--- src/rtl/cache_defs_pkg.sv ---
// Shared types for the instruction-fetch / line-buffer boundary.
// Widths of the fetch bundles follow CD_XLEN.
package cache_defs;

    localparam int unsigned LINE_WORDS_DEF = 4;
    localparam int unsigned CD_XLEN        = 32;

    typedef enum logic [1:0] {
        IDLE   = 2'd0,
        REFILL = 2'd1,
        RESP   = 2'd2
    } icache_state_e;

    typedef struct packed {
        logic [CD_XLEN-1:0] addr;
        logic               req;
        logic               req_kill;
        logic               icache_flush;
    } type_if2icache_s;

    typedef struct packed {
        logic [CD_XLEN-1:0] r_data;
        logic               ack;
    } type_icache2if_s;

endpackage

--- src/rtl/icache_line_buf_ctrl.sv ---
// Sequencer for the line buffer: request acceptance, in-order beat
// counting, and the kill/flush flags that ride along with a refill.
module icache_line_buf_ctrl
    import cache_defs::*;
#(
    parameter int unsigned LINE_WORDS = LINE_WORDS_DEF
) (
    input  logic                          clk,
    input  logic                          rst,
    input  logic                          req_i,
    input  logic                          kill_i,
    input  logic                          flush_i,
    input  logic                          hit_i,
    input  logic                          mem_ack_i,
    output icache_state_e                 state_o,
    output logic [$clog2(LINE_WORDS)-1:0] beat_o,
    output logic                          accept_o,
    output logic                          fill_we_o,
    output logic                          fill_done_o,
    output logic                          set_valid_o,
    output logic                          ack_o,
    output logic                          mem_req_o
);

    localparam int unsigned   BW        = $clog2(LINE_WORDS);
    localparam logic [BW-1:0] LAST_BEAT = BW'(LINE_WORDS - 1);

    icache_state_e state_q, state_d;
    logic [BW-1:0] beat_q, beat_d;
    logic          kill_q, kill_d;
    logic          flush_q, flush_d;
    logic          hit_q, hit_d;
    logic          accept, fill_we, fill_done;

    // No new request while a hit ack is on the bus, so acks never abut.
    assign accept    = (state_q == IDLE) && req_i && !kill_i && !hit_q;
    assign fill_we   = !rst && (state_q == REFILL) && mem_ack_i;
    assign fill_done = fill_we && (beat_q == LAST_BEAT);

    always_ff @(posedge clk) begin
        if (rst) begin
            state_q <= IDLE;
        end else begin
            state_q <= state_d;
        end
    end

    always_comb begin
        state_d = state_q;
        case (state_q)
            IDLE:    if (accept && !hit_i) state_d = REFILL;
            REFILL:  if (fill_done) state_d = RESP;
            RESP:    state_d = IDLE;
            default: state_d = IDLE;
        endcase
    end

    always_comb begin
        beat_d  = beat_q;
        kill_d  = kill_q;
        flush_d = flush_q;
        hit_d   = accept && hit_i;
        if (accept) begin
            beat_d  = '0;
            kill_d  = 1'b0;
            flush_d = 1'b0;
        end
        if (state_q == REFILL) begin
            kill_d  = kill_q | kill_i;
            flush_d = flush_q | flush_i;
            if (fill_we) beat_d = beat_q + 1'b1;
        end
    end

    always_ff @(posedge clk) begin
        if (rst) begin
            beat_q  <= '0;
            kill_q  <= 1'b0;
            flush_q <= 1'b0;
            hit_q   <= 1'b0;
        end else begin
            beat_q  <= beat_d;
            kill_q  <= kill_d;
            flush_q <= flush_d;
            hit_q   <= hit_d;
        end
    end

    always_comb begin
        ack_o       = 1'b0;
        mem_req_o   = 1'b0;
        set_valid_o = fill_done && !(flush_q || flush_i);
        if (!rst) begin
            ack_o     = !kill_i && (hit_q || (state_q == RESP && !kill_q));
            mem_req_o = (state_q == REFILL);
        end
    end

    assign state_o     = state_q;
    assign beat_o      = beat_q;
    assign accept_o    = accept;
    assign fill_we_o   = fill_we;
    assign fill_done_o = fill_done;

endmodule

--- src/rtl/icache_line_buf.sv ---
// Single-line instruction buffer refilled beat by beat from memory.
// Holds line storage, tag/valid, hit compare and the response mux.
module icache_line_buf
    import cache_defs::*;
#(
    parameter int unsigned LINE_WORDS = LINE_WORDS_DEF,
    parameter int unsigned XLEN       = CD_XLEN
) (
    input  logic            clk,
    input  logic            rst,
    input  type_if2icache_s if2icache_i,
    output type_icache2if_s icache2if_o,
    output logic            mem_req_o,
    output logic [XLEN-1:0] mem_addr_o,
    input  logic            mem_ack_i,
    input  logic [XLEN-1:0] mem_rdata_i
);

    localparam int unsigned BW  = $clog2(LINE_WORDS);
    localparam int unsigned OFF = BW + 2;

    icache_state_e       state;
    logic [BW-1:0]       beat;
    logic                accept, fill_we, fill_done, set_valid;
    logic                ack, hit;

    logic [XLEN-1:0]     line_q [LINE_WORDS];
    logic [XLEN-OFF-1:0] tag_q, tag_d;
    logic                valid_q, valid_d;
    logic [XLEN-1:2]     req_addr_q, req_addr_d;
    logic [XLEN-1:0]     r_data_q, r_data_d;
    logic [BW-1:0]       word_idx;
    logic                unused_addr_lsb;

    assign unused_addr_lsb = ^if2icache_i.addr[1:0];
    assign word_idx        = req_addr_q[OFF-1:2];

    // A flush in the same cycle forces the request down the miss path.
    assign hit = valid_q && !if2icache_i.icache_flush
              && (tag_q == if2icache_i.addr[XLEN-1:OFF]);

    icache_line_buf_ctrl #(
        .LINE_WORDS(LINE_WORDS)
    ) u_ctrl (
        .clk        (clk),
        .rst        (rst),
        .req_i      (if2icache_i.req),
        .kill_i     (if2icache_i.req_kill),
        .flush_i    (if2icache_i.icache_flush),
        .hit_i      (hit),
        .mem_ack_i  (mem_ack_i),
        .state_o    (state),
        .beat_o     (beat),
        .accept_o   (accept),
        .fill_we_o  (fill_we),
        .fill_done_o(fill_done),
        .set_valid_o(set_valid),
        .ack_o      (ack),
        .mem_req_o  (mem_req_o)
    );

    always_comb begin
        req_addr_d = accept ? if2icache_i.addr[XLEN-1:2] : req_addr_q;
        tag_d      = tag_q;
        valid_d    = valid_q;
        if (if2icache_i.icache_flush && state != REFILL) valid_d = 1'b0;
        if (fill_done) begin
            tag_d   = req_addr_q[XLEN-1:OFF];
            valid_d = set_valid;
        end
        r_data_d = ack ? line_q[word_idx] : r_data_q;
        if (rst) r_data_d = '0;
    end

    always_ff @(posedge clk) begin
        if (rst) begin
            tag_q      <= '0;
            valid_q    <= 1'b0;
            req_addr_q <= '0;
            r_data_q   <= '0;
        end else begin
            tag_q      <= tag_d;
            valid_q    <= valid_d;
            req_addr_q <= req_addr_d;
            r_data_q   <= r_data_d;
        end
    end

    always_ff @(posedge clk) begin
        if (fill_we) line_q[beat] <= mem_rdata_i;
    end

    assign mem_addr_o = mem_req_o ? {req_addr_q[XLEN-1:OFF], beat, 2'b00} : '0;

    assign icache2if_o.r_data = r_data_d;
    assign icache2if_o.ack    = ack;

endmodule

--- config.mk ---
export PLATFORM = sky130hd
export DESIGN_NAME = icache_line_buf
export DESIGN_NICKNAME = d
export VERILOG_FILES = /design/src/rtl/cache_defs_pkg.sv /design/src/rtl/icache_line_buf_ctrl.sv /design/src/rtl/icache_line_buf.sv
export SDC_FILE = /design/constraint.sdc
export NUM_CORES = 1
export LEC_CHECK = 0
export ABC_AREA = 1
export CORE_MARGIN = 10
export CORE_UTILIZATION = 49
export DETAILED_ROUTE_END_ITERATION = 10
export GPL_TIMING_DRIVEN = 0
export PLACE_DENSITY = 0.79
export SYNTH_ARGS = -nofsm -noshare
export SYNTH_HDL_FRONTEND = slang
export SYNTH_HIERARCHICAL = 1
export SYNTH_SLANG_ARGS = --single-unit
--- constraint.sdc ---
create_clock -name clk -period 3.58 [get_ports clk]
set_clock_uncertainty 0.1 [all_clocks]
set_input_delay 0.537 -clock clk [delete_from_list [all_inputs] [get_ports clk]]
set_output_delay 0.537 -clock clk [all_outputs]
set_load 0.005 [all_outputs]
-- Word-level counts from Yosys, hierarchy flattened
Memories as Yosys holds them, arrays and structs flattened. A register that Yosys moved wholly into a read port is not among the register bits.
Cells that the tools add are included.
- add/sub/neg operators: 1
- eq/ne operators: 7
- multiplexer cells: 20
- bitwise operators: 2
- reduce and logical (&&, ||, !) cells: 27
- operators with widths (kind ; number):
    $mux W32 ; 3
    $eq A28 B28 Y1 ; 1
    $logic_and A1 B1 Y1 ; 14
    $mux W2 ; 7
    $mux W1 ; 9
    $logic_not A1 Y1 ; 7
    $eq A2 B2 Y1 const B ; 2
    $ne A2 B1 Y1 const B ; 2
    $pmux W2 S2 ; 1
    $reduce_bool A2 Y1 ; 2
    $add A2 B1 Y2 const B ; 1
    $eq A2 B1 Y1 const B ; 1
    $logic_not A2 Y1 ; 1
    $logic_or A1 B1 Y1 ; 2
    $ne A2 B2 Y1 const B ; 1
    $or A1 B1 Y1 ; 2
    $reduce_and A2 Y1 ; 1
- bits in registers: 98
- RAM bits: 128
- bits of input ports: 70
- logic and storage cells: 67
- memories: 1
- memories (name ; words ; width ; rd ports ; clocked after Yosys merged registers in ; wr ports ; line ; RTL):
    line_q ; 4 ; 32 ; 1 ; 1 ; 1 ; icache_line_buf.sv:27 ; logic [XLEN-1:0] line_q [LINE_WORDS];

-- Logic depth before layout (Yosys ltp)
Gate-level depths: netlist of run 1.
- word-level depth: 7
- mapped depth: 11
- gate-level depth less buffers: 11

-- By module
Netlist of run 1, hierarchy kept.
- modules (own cells, without submodules) (module ; times used ; cells each ; area an instance (sq um) ; sequential area each (sq um)):
    icache_line_buf ; 1 ; 984 ; 8952.3 ; 5705.5
    icache_line_buf_ctrl ; 1 ; 51 ; 362.8 ; 140.1

-- Least setup slack after synthesis of run 1
OpenSTA, ideal clock, no wires.
- path kind: input -> register
- from: input port rst
- to: memory line_q[1][0] (netlist bit) (enable)
- setup time: 0.461 ns
- arrival time: 3.259 ns
- data required time: 3.019 ns
- slack: -0.240 ns
- cell stages on the path: 5
- buffers on the path: 0
- cell sequence: nor3_4 > nand2_4 > inv_1 > inv_1 > nor3_1
- longest elaborated chain between the ends: 5
- ends and longest elaborated chain (what ; line ; RTL):
    start: declaration ; icache_line_buf.sv:10 ; input logic rst,
    $logic_not A1 Y1 ; icache_line_buf_ctrl.sv:37 ; assign fill_we = !rst && (state_q == REFILL) && mem_ack_i;
    $logic_and A1 B1 Y1 (2 in series) ; icache_line_buf_ctrl.sv:37 ;
    named net fill_we ; icache_line_buf.sv:24 ; logic accept, fill_we, fill_done, set_valid;
    $mux W1 ; icache_line_buf.sv:90 ; if (fill_we) line_q[beat] <= mem_rdata_i;
    $mux W1 (not written as such) ; icache_line_buf.sv:90 ;
    end: declaration ; icache_line_buf.sv:27 ;
The timed path passes the listed nets, and every way through them passes these cells.

==> summary.md, run 1 <==
| Metric | Value |
|---|---|
| Clock buffer depth | `3` |
| Max cap viols | `0` |
| Vias/cell | `~5.1` |
| Fill count | `1516` |
| Endpoints failing hold | `0` |
| Largest area contributor in the netlist | `edfxtp_1` |
| Setup CP Type | `reg -> out` |
| Sequential area share after synthesis | `around 63%` |
| Worst-Margin Slew | `between 0.8 and 0.9 ns` |
| Crit path time final | `approximately 3.4 ns` |
| Sw Share | `~22%` |
| Critical path origin | `u_ctrl/state_o[0]` |
| DRC | `0` |
| Status | `finished, final reports clean` |
| Max Fclk | `between 200 and 300 MHz` |
| Die Ht | `about 160 um` |
| Largest net degree at the start of global routing | `14` |
| Area Growth Syn to Fin | `27.7%` |
| Max_slew headroom | `41.8%` |
| Number of distinct library cells after synthesis | `24` |
| Yosys top cell area share | `41.3%` |
| Post-DP HPWL | `between 15000 and 20000 um` |
| Initial core utilization | `around half` |
| Register share of total power | `just over 50%` |
| Via Count | `~7500` |
| Hold depth | `2` |
| Antenna-violating nets left | `0` |
| Area of the multi-input gates | `about 0.0027 sq mm` |
| Core Area | `0.0187 sq mm` |
| H-Tree Depth | `1` |
| CP max-delay cell | `clkdlybuf4s50_1` |
| Cell repeated most along the worst path | `inv_1` |
| GRT Residual Overflow | `0` |
| Post-Syn Instances | `1035` |
| TNS Setup | `0 ns` |
| Clk Latency, worst-skew pair | `~0.51 ns` |
| Synthesized flop and latch total | `roughly 230` |
| Post-Syn Area | `approximately 0.0093 sq mm` |
| Total Routing Usage GR | `a little under a fifth` |
| Setup violators final | `0` |
| Average wire per standard cell | `roughly 16 um` |
| Storage element area | `between 0.005 and 0.006 sq mm` |
| Clock power share | `between 40% and 50%` |
| Row count | `50` |
| Power Internal | `0.00435 W` |
| Die ar. | `~0.025 sq mm` |
| Final Util | `a little under two thirds` |
| Slew Limit Fails | `0` |
| Die Width | `158 um` |
| Drt first pass iters | `8` |
| Synth warn | `6` |
| CP Launch Type | `flip-flop` |
| Top Ports | `between 100 and 150` |
| Critical-path maximum fanout | `10` |
| Vias in the first global route | `about 7300` |
| Share of post-route cells with drive strength above 1 | `under 10%` |
| CTS tree | `yes` |
| R2R depth | `9` |
| Reg2Reg Setup Slack | `0.87 ns` |
| Cts hold-fix bufs | `0` |
| Slowest stage delay, CP | `around 0.45 ns` |
| Crit path capture type | `primary output` |
| Pwr/cell area | `467 mW/mm^2` |
| Min-delay src | `tag_q[16]` |
| Num CTS Buffers | `24` |
| Routability cong. | `between 0.8 and 0.9` |
| Commonest non-fill, non-tap cell in the layout | `nor2_1` |
| Worst Hold End | `tag_q[16]` |
| Worst vdd ir | `285 uV` |
| Avg Cell Area, Syn | `approximately 9 sq um` |
| PortBufs | `approximately 130` |
| NetSw | `roughly 0.0012 W` |
| Critical Path, Cell by Cell | `inv_1 > nand3_1 > a211oi_4 > clkbuf_4 > inv_1 > clkbuf_2 > o21ai_1 > inv_1 > clkdlybuf4s50_1` |
| Reg-to-reg startpoint | `u_ctrl/state_o[0]` |
| Drt total wl | `about 24000 um` |
| First-pass GRT wire length | `~37000 um` |
| RSZ-0062 raised after global routing | `true` |
| Crit path DAT | `around 2.8 ns` |
| Root Buffer Master | `clkbuf_16` |
| Initial antenna violation count | `1` |
| Hold Path Class | `reg -> reg` |
| Most frequent cells in the layout | `220 x nor2_1, 159 x inv_1, 130 x clkdlybuf4s50_1, 128 x edfxtp_1, 123 x o21ai_1` |
| Top cells by area, synth | `edfxtp_1 41%, dfxtp_1 21%, nor2_1 8.9%, o21ai_1 6.9%, inv_1 6.4%` |
| Clock net sink count | `roughly 230` |
| Reg2reg end | `line_q[0][1]` |
| Final Cycle Share | `around 96%` |
| Hold Slack | `around 0.37 ns` |
| Final nets | `approximately 1300` |
| LEAKAGE | `roughly 5.2 nW` |
| Worst-path clk slew | `approximately 0.06 ns` |
| DR iter-0 viols | `738` |
| Crit path required time | `between 2 and 3 ns` |
| Comb power frac | `around 7.3%` |
| Antenna Cells | `0` |
[repair_timing]
action	4_1_cts	5_1_grt
gates resized for setup	3	16
buffers inserted	0	0
setup endpoints to repair	30	30
hold endpoints to repair	0	0
[final cells by class]
type / count / area share [%]
sequential: 228 / 49.1
clock buffer: 39 / 6.12
multi-input combinational: 593 / 22.3
tap: 234 / 2.46
buffer: 54 / 2.40
inverter: 161 / 5.08
timing repair buffer: 143 / 12.3
clock inverter: 5 / 0.242
[how the worst max path moves through the flow]
stage                                 end  slack, ns  cells after the start
after floorplan              line_q[1][0]      -0.24                      5
after global placement       line_q[2][7]      -2.76                      6
final                      icache2if_o[3]       0.16                      9
after CTS                  icache2if_o[3]       0.04                      8
after detailed placement  icache2if_o[21]      -0.19                      8
after global routing      icache2if_o[19]      -0.02                     10
[kinds of logic after synthesis]
kind of cell | synth area share (%)
AOI/OAI and AO/OA | 13.1
xor gates and xnor gates | 0.0940
adders and majority gates | 0.134
buffers and inverters | 9.43
DFF | 62.8
other | 0.0403
and+or+nand+nor | 14.4
[layer usage]
layer / vias to the layer above / share of wire [%] / GRT usage, %
met5: - / 0.055 / 0
met2: 308 / 48 / 32.0
li1: 3663 / - / -
met4: 2 / 1.6 / 5.25
met1: 3445 / 40 / 22.1
met3: 38 / 10 / 5.40
[synthesized netlist by cell type]
library cell,n
a211oi_1,1
a21oi_1,43
a31oi_1,2
buf_2,24
buf_4,3
buf_6,4
clkbuf_1,23
conb_1,1
dfxtp_1,100
edfxtp_1,128
ha_1,1
inv_1,159
inv_2,2
nand2_1,111
nand2_4,1
nand3_1,6
nor2_1,220
nor3_1,6
nor3_4,1
nor3b_2,1
o211ai_1,1
o21ai_0,67
o21ai_1,129
xnor2_1,1
[flip-flops by register name, indices dropped and copies added, names as in the netlist, named ones only]
name / cells
u_ctrl/state_o: 2
req_addr_q: 30
valid_q: 1
line_q: 128
u_ctrl/kill_q: 1
tag_q: 28
r_data_q: 32
u_ctrl/beat_o: 2
u_ctrl/flush_q: 1
u_ctrl/hit_q: 1
[stage by stage]
step,instances,instance area (sq um),total power (W),setup WS (ns)
final,1457,11900,0.00556,0.158
after global routing,1457,11900,0.00576,-0.0215
after CTS,1457,11900,0.00558,0.0437
after detailed placement,1413,11100,0.00327,-0.192
after global placement,1401,10900,0.00326,-2.76
after floorplan,1036,9320,0.00308,-0.240
[power by group through the flow]
stage / Sequential, W / Combinational, W / Clock, W
final: 0.00282 / 0.000404 / 0.00233
after global routing: 0.00283 / 0.000445 / 0.00249
after CTS: 0.00282 / 0.000399 / 0.00236
after detailed placement: 0.00288 / 0.000396 / 0
after global placement: 0.00288 / 0.000384 / 0
after floorplan: 0.00287 / 0.000204 / 0
[worst max-delay path, delay by kind of cell (launching register included)]
family | cells | cell delay (ns)
compound gates | 2 | 0.58
flops | 1 | 0.32
simple gates | 1 | 0.15
buf+inv | 6 | 1.23
(Power assumes the default switching activity.)
==> run 2, diff against run 1 <==
==> constraint.sdc (replaced) <==
create_clock -name clk -period 3.58 [get_ports clk]
set_clock_uncertainty 0.1 [all_clocks]
set_input_delay 0.537 -clock clk [delete_from_list [all_inputs] [get_ports clk]]
set_output_delay 0.537 -clock clk [all_outputs]
set_load 0.05 [all_outputs]
==> summary.md, run 2 (synthesis gave the netlist of run 1 again) <==
| Metric | Value |
|---|---|
| Drt total wl | `23700 um (-0.19%)` |
| First-pass GRT wire length | `36900 um (about the same)` |
| Reg-to-reg startpoint | `u_ctrl/state_o[0]` |
| CP Launch Type | `flip-flop` |
| Final WS setup | `0.183 ns (+0.0246 ns)` |
| Crit path capture type | `primary output` |
| Largest reg by FF count | `line_q` |
| Setup CP Type | `reg -> out` |
| GRT Residual Overflow | `0 (unchanged)` |
| Endpoints failing hold | `0 (unchanged)` |
| Status | `finished, final reports clean` |
| Worst-Margin Slew | `0.854 ns (-0.0133 ns)` |
| Pre-CTS WS | `-0.446 ns (-0.254 ns)` |
| Initial core utilization | `49.8% (unchanged)` |
| Average wire per standard cell | `16.3 um (-0.33%)` |
| DRC | `0 (unchanged)` |
| Final nets | `1278 (+0.16%)` |
| Crit path time final | `3.40 ns (-0.0246 ns)` |
| Max_slew headroom | `42.7% (+0.89 points)` |
| Core Area | `0.0187 sq mm (unchanged)` |
| Clock net sink count | `228 (unchanged)` |
| Min-delay src | `tag_q[27]` |
| Cts hold-fix bufs | `0 (unchanged)` |
| Max cap viols | `0 (unchanged)` |
| Area Growth Syn to Fin | `26.8%` |
| Antenna-violating nets left | `0 (unchanged)` |
| Hold depth | `2 (unchanged)` |
| Routability cong. | `0.872 (unchanged)` |
| Vias/cell | `5.11 (-0.12%)` |
| Crit path required time | `2.94 ns (about the same)` |
| Num CTS Buffers | `24 (unchanged)` |
| Critical path origin | `u_ctrl/state_o[1]` |
| Pwr/cell area | `473 mW/mm^2 (+1.3%)` |
| Initial antenna violation count | `1 (unchanged)` |
| Max reg flops | `128 (unchanged)` |
| PortBufs | `131 (unchanged)` |
| Fill count | `1508 (-0.53%)` |
| TNS Setup | `0 ns (unchanged)` |
| Most frequent cells in the layout | `220 x nor2_1, 159 x inv_1, 129 x o21ai_1, 128 x edfxtp_1, 111 x nand2_1` |
| LEAKAGE | `5.43 nW (+3.9%)` |
| Drt first pass iters | `6 (-2)` |
| Die Ht | `158 um (unchanged)` |
| Vias in the first global route | `7305 (-0.25%)` |
| Die ar. | `0.0249 sq mm (unchanged)` |
| Setup violators final | `0 (unchanged)` |
| Area of the multi-input gates | `0.00263 sq mm (-0.85%)` |
| Slew Limit Fails | `0 (unchanged)` |
| Worst vdd ir | `286 uV (+0.24%)` |
| Total Routing Usage GR | `18.6% (-0.024 points)` |
| Antenna Cells | `0 (unchanged)` |
| Clock buffer depth | `3 (unchanged)` |
| Row count | `50 (unchanged)` |
| Commonest non-fill, non-tap cell in the layout | `nor2_1` |
| Hold Path Class | `reg -> reg` |
| Reg2Reg Setup Slack | `0.74 ns (-0.13 ns)` |
| CTS tree | `yes` |
| R2R depth | `10 (+1)` |
| Storage element area | `0.00585 sq mm (unchanged)` |
| DR iter-0 viols | `652 (-12%)` |
| RSZ-0062 raised after global routing | `false` |
| Final Cycle Share | `94.9% (-0.69 points)` |
| Largest net degree at the start of global routing | `14 (unchanged)` |
| Die Width | `158 um (unchanged)` |
| H-Tree Depth | `1 (unchanged)` |
| Post-DP HPWL | `16500 um (unchanged)` |
| Crit path DAT | `2.76 ns (-0.02 ns)` |
| Worst-path clk slew | `0.06 ns (about the same)` |
| Root Buffer Master | `clkbuf_16` |
| Clk Latency, worst-skew pair | `0.51 ns (about the same)` |
| Critical-path maximum fanout | `10 (unchanged)` |
| Hold Slack | `0.373 ns (-0.000526 ns)` |
| Via Count | `7457 (+0.013%)` |
| Largest regs | `line_q (128), r_data_q (32), req_addr_q (30)` |
| Max Fclk | `294 MHz (+0.73%)` |
| Share of post-route cells with drive strength above 1 | `8.82% (+0.89 points)` |
| Top Ports | `136 (unchanged)` |
==> run 2: cell count changes in the layout (fill, tap and decap cells not counted) <==
cell	previous run	this run
o21ai_1	123	129
o21ai_2	6	0
clkdlybuf4s15_1	0	1
clkbuf_1	29	26
buf_2	22	24
clkbuf_4	3	0
clkdlybuf4s50_1	130	93
dlymetal6s2s_1	0	4
clkbuf_2	2	18
buf_4	3	5
dlygate4sd2_1	1	21
==> run 2: area by class of cell <==
type / count / share of cell area [%]
inverters: 161 / 5.12
clock buffers: 39 / 6.16
repair buffers: 145 / 11.9
clock inverters: 5 / 0.244
plain buffers: 54 / 2.38
flip-flops and latches: 228 / 49.5
multi-input cells: 593 / 22.2
well taps: 234 / 2.48
==> run 2: what timing repair did <==
item,in CTS,in global routing
resized for setup,42,29
pin swaps,0,1
buffers inserted,0,2
setup endpoints to repair,62,56
==> run 2: per-stage QoR <==
stage	total power, W	util [%]	instance area (sq um)	cells
after floorplan	0.00310	-	9320	1036
after global placement	0.00328	58.4	10900	1401
after detailed placement	0.00330	59.3	11100	1413
after CTS	0.00561	63.2	11800	1457
after global routing	0.00578	63.2	11800	1459
final	0.00559	63.2	11800	1459
==> run 2: power breakdown <==
part	total, W	internal, W	switching [W]
registers	0.00282	0.00280	0.0000223
clock network	0.00234	0.00139	0.000953
logic	0.000426	0.000166	0.000261
==> run 2: final timing paths <==
path                                       end
worst max-delay path            icache2if_o[9]
worst min-delay path                 tag_q[27]
worst max register to register    line_q[0][1]
worst min register to register       tag_q[27]
==> run 2: critical path, stage by stage, from the launching register on <==
cell	delay, ns
dfxtp_1	0.44
nand3_1	0.17
a211oi_4	0.30
buf_2	0.25
buf_2	0.26
nor2_1	0.07
nor2_1	0.08
o21ai_1	0.08
inv_1	0.07
dlygate4sd2_1	0.54
==> run 2: per-layer routing <==
layer  part of all wire [%]  global-route usage [%]
met1                     41                    22.2
met2                     48                    31.9
met3                    9.6                    5.40
met4                    1.3                    5.12
met5                  0.055                       0
==> run 3, diff against run 2 <==
--- a/config.mk
+++ b/config.mk
@@ -6,11 +6,13 @@
 export NUM_CORES = 1
 export LEC_CHECK = 0
 export ABC_AREA = 1
+export CAP_MARGIN = 40
 export CORE_MARGIN = 10
-export CORE_UTILIZATION = 49
+export CORE_UTILIZATION = 35
 export DETAILED_ROUTE_END_ITERATION = 10
 export GPL_TIMING_DRIVEN = 0
-export PLACE_DENSITY = 0.79
+export HOLD_SLACK_MARGIN = 0.03
+export PLACE_DENSITY = 0.61
 export SYNTH_ARGS = -nofsm -noshare
 export SYNTH_HDL_FRONTEND = slang
 export SYNTH_HIERARCHICAL = 1
==> summary.md, run 3 (synthesis gave the netlist of run 1 again) <==
| Metric | Value |
|---|---|
| Status | `finished, final reports clean` |
| CP delay by family, top | `buffers and inverters` |
| R2R depth | `10 (unchanged)` |
| Worst setup endpoint | `mem_addr_o[25]` |
| Hold Path Class | `reg -> reg` |
| Final nets | `1284 (+0.47%)` |
| Power Internal | `0.00450 W (+3.2%)` |
| Slowest stage delay, CP | `0.80 ns (+0.26 ns)` |
| Drt total wl | `25200 um (+6.2%)` |
| Area Growth Syn to Fin | `29.2%` |
| RSZ-0062 raised after global routing | `false` |
| GRT Residual Overflow | `0 (unchanged)` |
| Clock buffer depth | `3 (unchanged)` |
| DR iter-0 viols | `534 (-18%)` |
| Top Ports | `136 (unchanged)` |
| Final WS setup | `0.158 ns (-0.0245 ns)` |
| CP max-delay cell | `clkdlybuf4s50_1` |
| Core Area | `0.0261 sq mm (+40%)` |
| Most frequent cells in the layout | `220 x nor2_1, 159 x inv_1, 129 x o21ai_1, 128 x edfxtp_1, 111 x nand2_1` |
| Die ar. | `0.0335 sq mm (+35%)` |
| DRC | `0 (unchanged)` |
| Pwr/cell area | `487 mW/mm^2 (+2.8%)` |
| Initial antenna violation count | `0 (-1)` |
| Slew Limit Fails | `0 (unchanged)` |
| Worst vdd ir | `290 uV (+1.5%)` |
| Storage element area | `0.00585 sq mm (unchanged)` |
| LEAKAGE | `5.51 nW (+1.5%)` |
| Worst-Margin Slew | `0.649 ns (-0.206 ns)` |
| GR peak layer | `met2` |
| Setup violators final | `0 (unchanged)` |
| Critical-path maximum fanout | `10 (unchanged)` |
| Reg2reg end | `line_q[3][9]` |
| Sw Share | `23.2% (+1.1 points)` |
| Register share of total power | `48.2% (-2.3 points)` |
| Clock net sink count | `228 (unchanged)` |
| Commonest non-fill, non-tap cell in the layout | `nor2_1` |
| Crit path buf inv count | `4 (unchanged)` |
| Share of post-route cells with drive strength above 1 | `9.00% (+0.19 points)` |
| Final Util | `46.0% (-17 points)` |
| Via Count | `7347 (-1.5%)` |
| Cell repeated most along the worst path | `clkdlybuf4s50_1` |
| Endpoints failing hold | `0 (unchanged)` |
| Root Buffer Master | `clkbuf_16` |
| Crit path time final | `3.42 ns (+0.0245 ns)` |
| Total Routing Usage GR | `14.8% (-3.8 points)` |
| First-pass GRT wire length | `39800 um (+7.8%)` |
| H-Tree Depth | `1 (unchanged)` |
| PortBufs | `131 (unchanged)` |
| Initial core utilization | `35.6% (-14 points)` |
| Average wire per standard cell | `16.1 um (-1.2%)` |
| TNS Setup | `0 ns (unchanged)` |
| Vias/cell | `4.69 (-8.3%)` |
| Fill count | `2551 (+69%)` |
| Clk Latency, worst-skew pair | `0.53 ns (+0.02 ns)` |
| Critical path origin | `rst` |
| Crit path capture type | `primary output` |
| Critical Path, Cell by Cell | `clkdlybuf4s50_1 > nor3_4 > clkbuf_2 > nand2_1 > inv_1 > clkdlybuf4s50_1` |
| Vias in the first global route | `7252 (-0.73%)` |
| CP Launch Type | `input port` |
| Worst-path clk slew | `0.06 ns (about the same)` |
| Reg-to-reg startpoint | `u_ctrl/state_o[0]` |
| Max Fclk | `292 MHz (-0.72%)` |
| Row count | `59 (+18%)` |
| Critical path depth | `6 (-3)` |
| Die Width | `183 um (+16%)` |
| Die Ht | `183 um (+16%)` |
| Drt first pass iters | `5 (-1)` |
| Max_slew headroom | `56.5% (+14 points)` |
| Crit path required time | `2.94 ns (about the same)` |
| Num CTS Buffers | `26 (+8.3%)` |
| Grt met1 use | `18.9% (-3.3 points)` |
| Antenna Cells | `0 (unchanged)` |
| Clock power share | `44.4% (+2.5 points)` |
| CTS tree | `yes` |
| Largest net degree at the start of global routing | `14 (unchanged)` |
| Total power | `0.00585 W (+4.7%)` |
| Max cap viols | `0 (unchanged)` |
| Comb power frac | `7.3% (-0.3 points)` |
| Largest reg by FF count | `line_q` |
| Crit path DAT | `2.78 ns (+0.02 ns)` |
| Max reg flops | `128 (unchanged)` |
| Antenna-violating nets left | `0 (unchanged)` |
| Routing usage on met2 | `24.3% (-7.6 points)` |
| GR Layer Usage met3 | `4.01% (-1.4 points)` |
| Final Cycle Share | `95.6% (+0.68 points)` |
| Reg2Reg Setup Slack | `0.90 ns (+0.16 ns)` |
| Post-DP HPWL | `17800 um (+7.4%)` |
| Routability cong. | `0.807 (-7.5%)` |
| NetSw | `0.00136 W (+9.9%)` |
| Area of the multi-input gates | `0.00262 sq mm (-0.29%)` |
| Largest regs | `line_q (128), r_data_q (32), req_addr_q (30)` |
| Setup CP Type | `in -> out` |
| Pre-CTS WS | `-0.367 ns (+0.0793 ns)` |
run 3: cell count changes in the layout (fill, tap and decap cells not counted), moves of 3 or more:
cell,change
buf_4,+9
clkinv_1,+5
clkbuf_8,-3
clkbuf_2,-3
buf_8,-5
clkbuf_1,-3
run 3: repair_timing:
item	CTS	global route
gates resized for setup	37	29
hold buffers	0	0
pin swaps	0	1
cloned	0	0
setup buffers	0	2
setup endpoints to repair	60	61
run 3: routing by layer:
layer,part of all wire [%],up-vias
met3,7.9,36
li1,-,3681
met4,1.8,0
met1,44,3420
met2,46,210
met5,0,-
run 3: final cells by class:
| class | count | area share [%] |
|---|---|---|
| sequential | 228 | 48.6 |
| multi-input combinational | 593 | 21.8 |
| timing repair buffer | 149 | 11.8 |
| clock buffer | 34 | 5.82 |
| inverter | 161 | 5.02 |
| tap | 335 | 3.48 |
| buffer | 54 | 2.36 |
| clock inverter | 14 | 1.14 |
run 3: metrics by stage:
stage | cells | hold WS [ns] | area [sq um]
after floorplan | 1036 | 0.343 | 9320
after detailed placement | 1518 | 0.362 | 11200
after global placement | 1502 | 0.355 | 11000
after CTS | 1566 | 0.371 | 12000
final | 1568 | 0.373 | 12000
after global routing | 1568 | 0.396 | 12000
run 3: tightest hold or removal path: cells and delay by family, from the launching register on:
| kind | cells | cell delay, ns |
|---|---|---|
| flip-flops | 1 | 0.31 |
| buffers and inverters | 1 | 0.06 |
| AO/OA/AOI/OAI | 1 | 0.06 |
run 3: how the worst min path moves through the flow:
stage,startpoint,to,slack [ns],depth (start not counted)
finish,tag_q[4],tag_q[4],0.37,2
floorplan,tag_q[3],tag_q[3],0.34,2
CTS,tag_q[11],tag_q[11],0.37,2
global route,tag_q[19],tag_q[19],0.40,2
detailed placement,tag_q[11],tag_q[11],0.36,2
global placement,tag_q[3],tag_q[3],0.35,2
run 3: power by group through the flow:
stage / Clock, W / Sequential, W / Combinational, W
after detailed placement: 0 / 0.00288 / 0.000427
after CTS: 0.00264 / 0.00282 / 0.000430
after global routing: 0.00275 / 0.00283 / 0.000477
after global placement: 0 / 0.00288 / 0.000419
final: 0.00260 / 0.00282 / 0.000430
after floorplan: 0 / 0.00287 / 0.000226
